--- config.mk ---
export PLATFORM = sky130hd
export DESIGN_NAME = hs_packet_demux
export DESIGN_NICKNAME = d
export VERILOG_FILES = /design/src/rtl/hs_packet_demux.sv
export SDC_FILE = /design/constraint.sdc
export NUM_CORES = 1
export LEC_CHECK = 0
export CAP_MARGIN = 20
export CORE_MARGIN = 2
export CORE_UTILIZATION = 31
export CTS_BUF_LIST = sky130_fd_sc_hd__clkbuf_8
export CTS_CLUSTER_DIAMETER = 100
export DETAILED_ROUTE_END_ITERATION = 10
export HOLD_SLACK_MARGIN = 0.1
export PLACE_DENSITY = 0.78
export SYNTH_ARGS = -nofsm -noshare
export SYNTH_HDL_FRONTEND = slang
export SYNTH_SLANG_ARGS = --single-unit
--- constraint.sdc ---
create_clock -name clk -period 1.8 [get_ports clk]
set_clock_uncertainty 0.2 [all_clocks]
set_input_delay 0.36 -clock clk [delete_from_list [all_inputs] [get_ports clk]]
set_output_delay 0.36 -clock clk [all_outputs]
set_load 0.03 [all_outputs]
--- src/rtl/hs_packet_demux.sv ---
// hs_packet_demux: 1:N valid/ready/last packet router with one registered output stage.
// Define HS_PACKET_DEMUX_ERR_EN to drop out-of-range packets and count them (err_pulse/err_cnt).
module hs_packet_demux #(
   parameter int OUT_NUM = 8,
   parameter int DATA_WD = 8,
   parameter bit USE_LAST = 1'b1,
   localparam int DEST_WD = $clog2(OUT_NUM)
) (
   input  logic                       clk,
   input  logic                       rstn,
   input  logic                       valid_in,
   input  logic [DATA_WD-1:0]         payload_in,
   input  logic                       last_in,
   input  logic [DEST_WD-1:0]         dest_in,
   output logic                       ready_in,
   output logic [OUT_NUM-1:0]         valid_out,
   output logic [OUT_NUM*DATA_WD-1:0] payload_out,
   output logic [OUT_NUM-1:0]         last_out,
   input  logic [OUT_NUM-1:0]         ready_out
`ifdef HS_PACKET_DEMUX_ERR_EN
   ,
   output logic                       err_pulse,
   output logic [7:0]                 err_cnt
`endif
);
   typedef enum logic [1:0] {IDLE, ROUTE, DRAIN} state_t;
   state_t state;
   logic stg_vld, stg_last, dest_ok, fire, drop, pkt_end;
   logic [DEST_WD-1:0] sel_r, route_r, dest_sel;
   logic [DATA_WD-1:0] stg_data;
   assign dest_ok = {1'b0, dest_in} < (DEST_WD + 1)'(OUT_NUM);
   assign dest_sel = (USE_LAST && state == ROUTE) ? route_r : dest_ok ? dest_in : '0;
`ifdef HS_PACKET_DEMUX_ERR_EN
   assign drop = state == DRAIN || (state == IDLE && !dest_ok);
   assign ready_in = rstn && (state == DRAIN || !stg_vld || ready_out[sel_r]);
`else
   assign drop = 1'b0;
   assign ready_in = rstn && (!stg_vld || ready_out[sel_r]);
`endif
   assign fire = valid_in && ready_in;
   assign pkt_end = last_in || !USE_LAST;
   always_ff @(posedge clk) begin
      if (!rstn) begin
         state    <= IDLE;
         stg_vld  <= 1'b0;
         stg_last <= 1'b0;
         stg_data <= '0;
         sel_r    <= '0;
         route_r  <= '0;
`ifdef HS_PACKET_DEMUX_ERR_EN
         err_pulse <= 1'b0;
         err_cnt   <= 8'd0;
`endif
      end else begin
         if (stg_vld && ready_out[sel_r]) stg_vld <= 1'b0;
         // a load in the same cycle as a drain overrides the clear above
         if (fire && !drop) begin
            stg_vld  <= 1'b1;
            sel_r    <= dest_sel;
            stg_data <= payload_in;
            stg_last <= last_in;
         end
`ifdef HS_PACKET_DEMUX_ERR_EN
         err_pulse <= 1'b0;
`endif
         if (fire) begin
            if (state == IDLE) route_r <= dest_sel;
`ifdef HS_PACKET_DEMUX_ERR_EN
            if (drop && pkt_end) begin
               err_pulse <= 1'b1;
               if (err_cnt != 8'hFF) err_cnt <= err_cnt + 8'd1;
            end
            state <= pkt_end ? IDLE : drop ? DRAIN : ROUTE;
`else
            state <= pkt_end ? IDLE : ROUTE;
`endif
         end
      end
   end
   always_comb begin
      valid_out = '0;
      last_out = '0;
      valid_out[sel_r] = stg_vld;
      last_out[sel_r] = stg_vld && stg_last;
      payload_out = {OUT_NUM{stg_data}};
   end
endmodule

# Word level (Yosys, flattened, before mapping)
# Index checks and enable logic that the tools add are counted.
[classes] eq_ne=1 bitwise_logic=2 n_mux=8 n_lt_le_gt_ge=2 reduce_logical=10
[op_table] cell="8-bit AND" count=2
[op_table] cell="1-bit logical AND" count=5
[op_table] cell="1-bit two-way mux" count=5
[op_table] cell="3-bit by 4-bit < comparator with 1-bit output (second input constant)" count=1
[op_table] cell="1-bit binary-select mux with 3-bit select" count=1
[op_table] cell="1-bit demux with 3-bit select" count=1
[op_table] cell="3-bit by 1-bit greater-or-equal comparator with 1-bit output (second input constant)" count=1
[op_table] cell="3-bit two-way mux" count=1
[op_table] cell="2-bit by 1-bit == test with 1-bit output (second input constant)" count=1
[op_table] cell="2-bit zero test" count=1
[op_table] cell="2-bit AND reduction" count=1
[op_table] cell="2-bit nonzero test" count=1
[op_table] cell="1-bit zero test" count=1
[op_table] cell="1-bit logical OR" count=1
[word_totals] wordCells=29 reg_bits=18 input_bits=23

# Logic depth before layout (Yosys ltp)
[depth] ltp_word=6 mapped_depth=6

# Worst setup path after synthesis
# Ideal clock, no wire load.
[synth_path] kind="flip-flop to output port" from="reg sel_r[1]" to="out ready_in" path_stages_with_launch=6 t_arrival_ps=1659 path_slack_ps=-419 cell_sequence="dfxtp_1 > or2_2 > clkbuf_1 > o21ai_0 > nor2_1 > nor2b_1"
[synth_via] elab_chain_cells=4
[synth_rtl] item="start, declared" line="29" source="logic [DEST_WD-1:0] sel_r, route_r, dest_sel;"
[synth_rtl] item="start signal, assigned" line="59" source="sel_r <= dest_sel;"
[synth_rtl] item="1-bit binary-select mux with 3-bit select" line="38" source="assign ready_in = rstn && (!stg_vld || ready_out[sel_r]);"
[synth_rtl] item="1-bit two-way mux (implied by the code)" line="38"
[synth_rtl] item="1-bit logical OR" line="38"
[synth_rtl] item="1-bit logical AND" line="38"
[synth_rtl] item="end, declared" line="15" source="output logic ready_in,"
# Every way passes these cells. The select of a mux whose other input is x is not followed.

# Worst setup path in the final report
[layout_path] from="reg sel_r[0]" to="out ready_in"
# Same word-level chain as after synthesis.

==> results.env <==
STATUS='complete, but fails checks'
VIOLATIONS_IN_THE_FINAL_REPORTS='setup timing'
SYNTH-COMPOUND-AREA-SHARE_PCT=9.576
SYN2LAYOUT_AREA_GROWTH_PCT=53.68
TRITONCTS='built'
FINALHOLDVIOLCOUNT=0
SYNTH_ENABLE_FLOP_CELLS=0
DETAIL_ROUTE.WL_PER_CELL_UM=11.77
POWER_FRAC_SEQ_PCT=31.4
CLKSLEWWORSTSETUPHOLDPATHS_NS=0.07
DIE_AREA_UM2=4929
NETS=251
FRACTION_OF_LAYOUT_INSTANCES_USING_A_DRIVE_STRENGTH_ABOVE_1_PCT=20.70
ANTENNA_VIOLATIONS_BEFORE_REPAIR=0
DPL.HPWL_UM=2499
YOSYS.CELL_COUNT.TOP_TYPE='buf_4'
SYNTHESIZED_AREA_DIVIDED_BY_SYNTHESIZED_CELL_COUNT_UM2=8.088
CLKPWRFRAC_PCT=21.1
INTPOWER_mW=0.8371
WORSTMARGINPINSLEW_NS=0.3136
COMBPWRFRAC_PCT=47.5
P_PER_AREA_nW_PER_UM2=682.3
SYNTH.LIB_CELLS_USED.DISTINCT=24
SYNTH.CELL_AREA_UM2=1359
GLOBALROUTE.TOTALOVERFLOW=0
DRTPASS1ITERATIONS=4
MAX-CAP-VIOLATIONS=0
MOST_FREQUENT_CELLS_AFTER_SYNTHESIS='56 x buf_4, 28 x nand2_1, 17 x dfxtp_1, 17 x nor2_1, 16 x mux2i_1'
CLKSINKCOUNT=17
BUFFER_PORTS.INSERTED=103
CRITICAL_PATH_ARRIVAL_NS=1.68
GRT_PASS1_VIAS=1074
GRT_USE_TOTAL_PCT=12.29
GRT_FIRST_PASS_WIRELENGTH_UM=5016
MAPPEDNETLISTNETS=191
FP.DIEW_UM=70.21
STARTING_DENSITY_OF_THE_CORE_PCT=31.64
GP_CONGESTION=0.8066
IO_PINS=104
SYNTH_CELLS=168
YS_SEQ_ELEMENTS=17
POWER.SHARE.SWITCHING_PCT=41.25
SYNTH_TOP_AREA_SHARE_PCT=30.94
REG2REG_DEPTH=6
SYNTH_SIMPLE_GATE_AREA_SHARE_PCT=16.57
WORSTHOLDPATHCELLS=2
SLEW_HEADROOM_PCT=78.95
FINAL_CELL_AREA_UM2=2088
LEAKAGE_nW=1.136
FINALCRITPERIODSHARE_PCT=124.5
H_TREE_DEPTH_REPORTED_BY_CTS=1
VIA_COUNT=1224
SYNTH_TOP_FAMILY_BY_AREA='buffers and inverters'
FIRST_ITER_VIOLATIONS=17
ROUTE.ANTENNA.REMAINING_NETS=0
DPL_CELL_AREA_UM2=2056
TIMING.CRITICAL_PATH.FANOUT_MAX=2
FP.COREAREA_UM2=4294
DETAIL_ROUTE.DRC_VIOLATIONS=0
TIMING_WORST_SETUP_PATH_TYPE='flip-flop to output port'
POST_SYNTH_FA_HA_MAJ_AREA_FRACTION_PCT=0
SYNTH.TOP_CELLS.BY_AREA='buf_4 31%, dfxtp_1 25%, mux2i_1 12%'
SYNTH.AREA.MUX_SHARE_PCT=15.10
FINALWORSTSETUPSLACK_NS=-0.4402
SYNTH_AREA_LEADER_CELL='buf_4'
LARGEST_NET_DEGREE_AT_THE_START_OF_GLOBAL_ROUTING=31
FILLER_INSTANCES=454
CLKLATENCYLATEPIN_NS=0.25
MIN_PATH_TYPE='flip-flop to flip-flop'
WORST_HOLD_SLACK_NS=0.2594
ANTENNADIODECOUNT=0
WORST-ENDPOINT-REQUIRED_NS=1.24
CLOCK_PATH_BUFFERS=2
CTS-BUFFERS-INSERTED=3
FINALMAXSLEWVIOLATIONS=0
WORST_SETUP_PATH_START_KIND='flip-flop'
COUNT_OF_FINAL_SETUP_VIOLATORS=28
SYNTH_AREA_IN_XOR_XNOR_PCT=0
PERIOD_MINUS_SLACK_NS=2.240
YS.FLOP_TYPE='dfxtp_1'
YOSYSWARNINGS=0
YOSYSSEQAREASHARE_PCT=25.05
DIE_H_UM=70.21
GRT_SETUP_UNREPAIRED='true'
ROUTE.DETAILED.VIAS_PER_INST=4.387
PLACEMENT_ROWS=24
WIRELENGTH_UM=3285
END_KIND='output port'
HOLDBUFCOUNTCTS=0
SYNTH-ASYNC-RESET-RATIO_PCT=0
CTS_ROOT_BUF='clkbuf_8'
FMAXACHIEVABLE_MHz=446.4
VDD.IR_DROP.WORST_mV=0.5402
P_SWITCHING_mW=0.5877
path summary, 6_finish.rpt:
path,from,end,slack (ns)
max,sel_r[0]$_SDFFE_PN0P_,ready_in,-0.44
min,route_r[2]$_SDFFE_PN0P_,route_r[2]$_SDFFE_PN0P_,0.26
max reg2reg,sel_r[0]$_SDFFE_PN0P_,stg_data[7]$_SDFFE_PN0P_,-0.15
min reg2reg,route_r[2]$_SDFFE_PN0P_,route_r[2]$_SDFFE_PN0P_,0.26
flip-flops by register name (all words and copies together), names as in the netlist:
register / cells
stg_data: 8
route_r: 3
sel_r: 3
state: 1
stg_last: 1
stg_vld: 1
metal layers:
| metal | vias to the layer above | share of wire [%] | global-route usage (%) |
|---|---|---|---|
| met4 | 0 | 0.91 | 0.6410 |
| met1 | 543 | 41 | 15.04 |
| met5 | - | 0 | 0 |
| met3 | 4 | 9.1 | 5.195 |
| met2 | 61 | 49 | 21.16 |
| li1 | 616 | - | - |
metrics by stage:
stage | setup TNS [ns] | setup WS [ns] | util [%] | cells | power (mW)
3_3_place_gp | -8.647 | -0.6374 | 47.87 | 273 | 1.174
6_report | -3.339 | -0.4402 | 48.63 | 279 | 1.425
2_1_floorplan | -0.2046 | -0.2046 | - | 168 | 0.9830
4_1_cts | -4.839 | -0.4965 | 48.25 | 279 | 1.435
5_1_grt | -5.474 | -0.5018 | 48.63 | 279 | 1.496
3_5_place_dp | -9.144 | -0.6507 | 47.87 | 273 | 1.183
repair_timing:
item,CTS,global route
resized for setup,79,3
setup buffers,2,1
endpoints found under the setup margin,92,33
endpoints found under the hold margin,0,0
pin swaps,12,4
cell usage in the layout (no fill, tap or decap), drive strengths merged:
master / netlist / routed
o211ai: 3 / 3
o22ai: 1 / 1
nor2: 17 / 17
buf: 58 / 31
mux2: 2 / 2
o221ai: 1 / 1
dlygate4sd2: 0 / 68
clkdlybuf4s50: 0 / 18
o21a: 2 / 2
a21oi: 2 / 2
mux2i: 16 / 16
or2: 1 / 1
o21ai: 1 / 1
nor2b: 2 / 2
a22o: 1 / 1
mux4: 1 / 1
a21boi: 1 / 1
dfxtp: 17 / 17
nand3b: 1 / 1
nand3: 1 / 1
nand2: 28 / 28
clkbuf: 4 / 3
clkinvlp: 0 / 1
o211a: 3 / 3
a22oi: 1 / 1
nand2b: 4 / 4
power groups by stage:
stage / logic (mW) / registers, mW / clock network (mW)
2_1_floorplan: 0.499 / 0.484 / 0
3_3_place_gp: 0.716 / 0.457 / 0
3_5_place_dp: 0.722 / 0.461 / 0
4_1_cts: 0.672 / 0.448 / 0.315
5_1_grt: 0.712 / 0.455 / 0.329
6_report: 0.677 / 0.448 / 0.300
logic make-up after synthesis:
group / after synthesis
buffers and inverters: 62
and+or+nand+nor: 54
muxes: 19
DFF: 17
AOI/OAI and AO/OA: 16
critical path, stage by stage, from the launching register on:
cell	delay, ns
dfxtp_2	0.35
mux4_2	0.51
a22o_1	0.27
nor2_4	0.12
nor2b_4	0.05
buf_6	0.13
area by class of cell:
class	instances	area (um^2)	share of cell area [%]
clock buffer	3	41.29	1.977
sequential	17	342.8	16.42
tap	52	65.06	3.116
clock inverter	1	7.507	0.3595
multi-input combinational	89	604.3	28.94
timing repair buffer	117	1027	49.19
(Power assumes the default switching activity.)
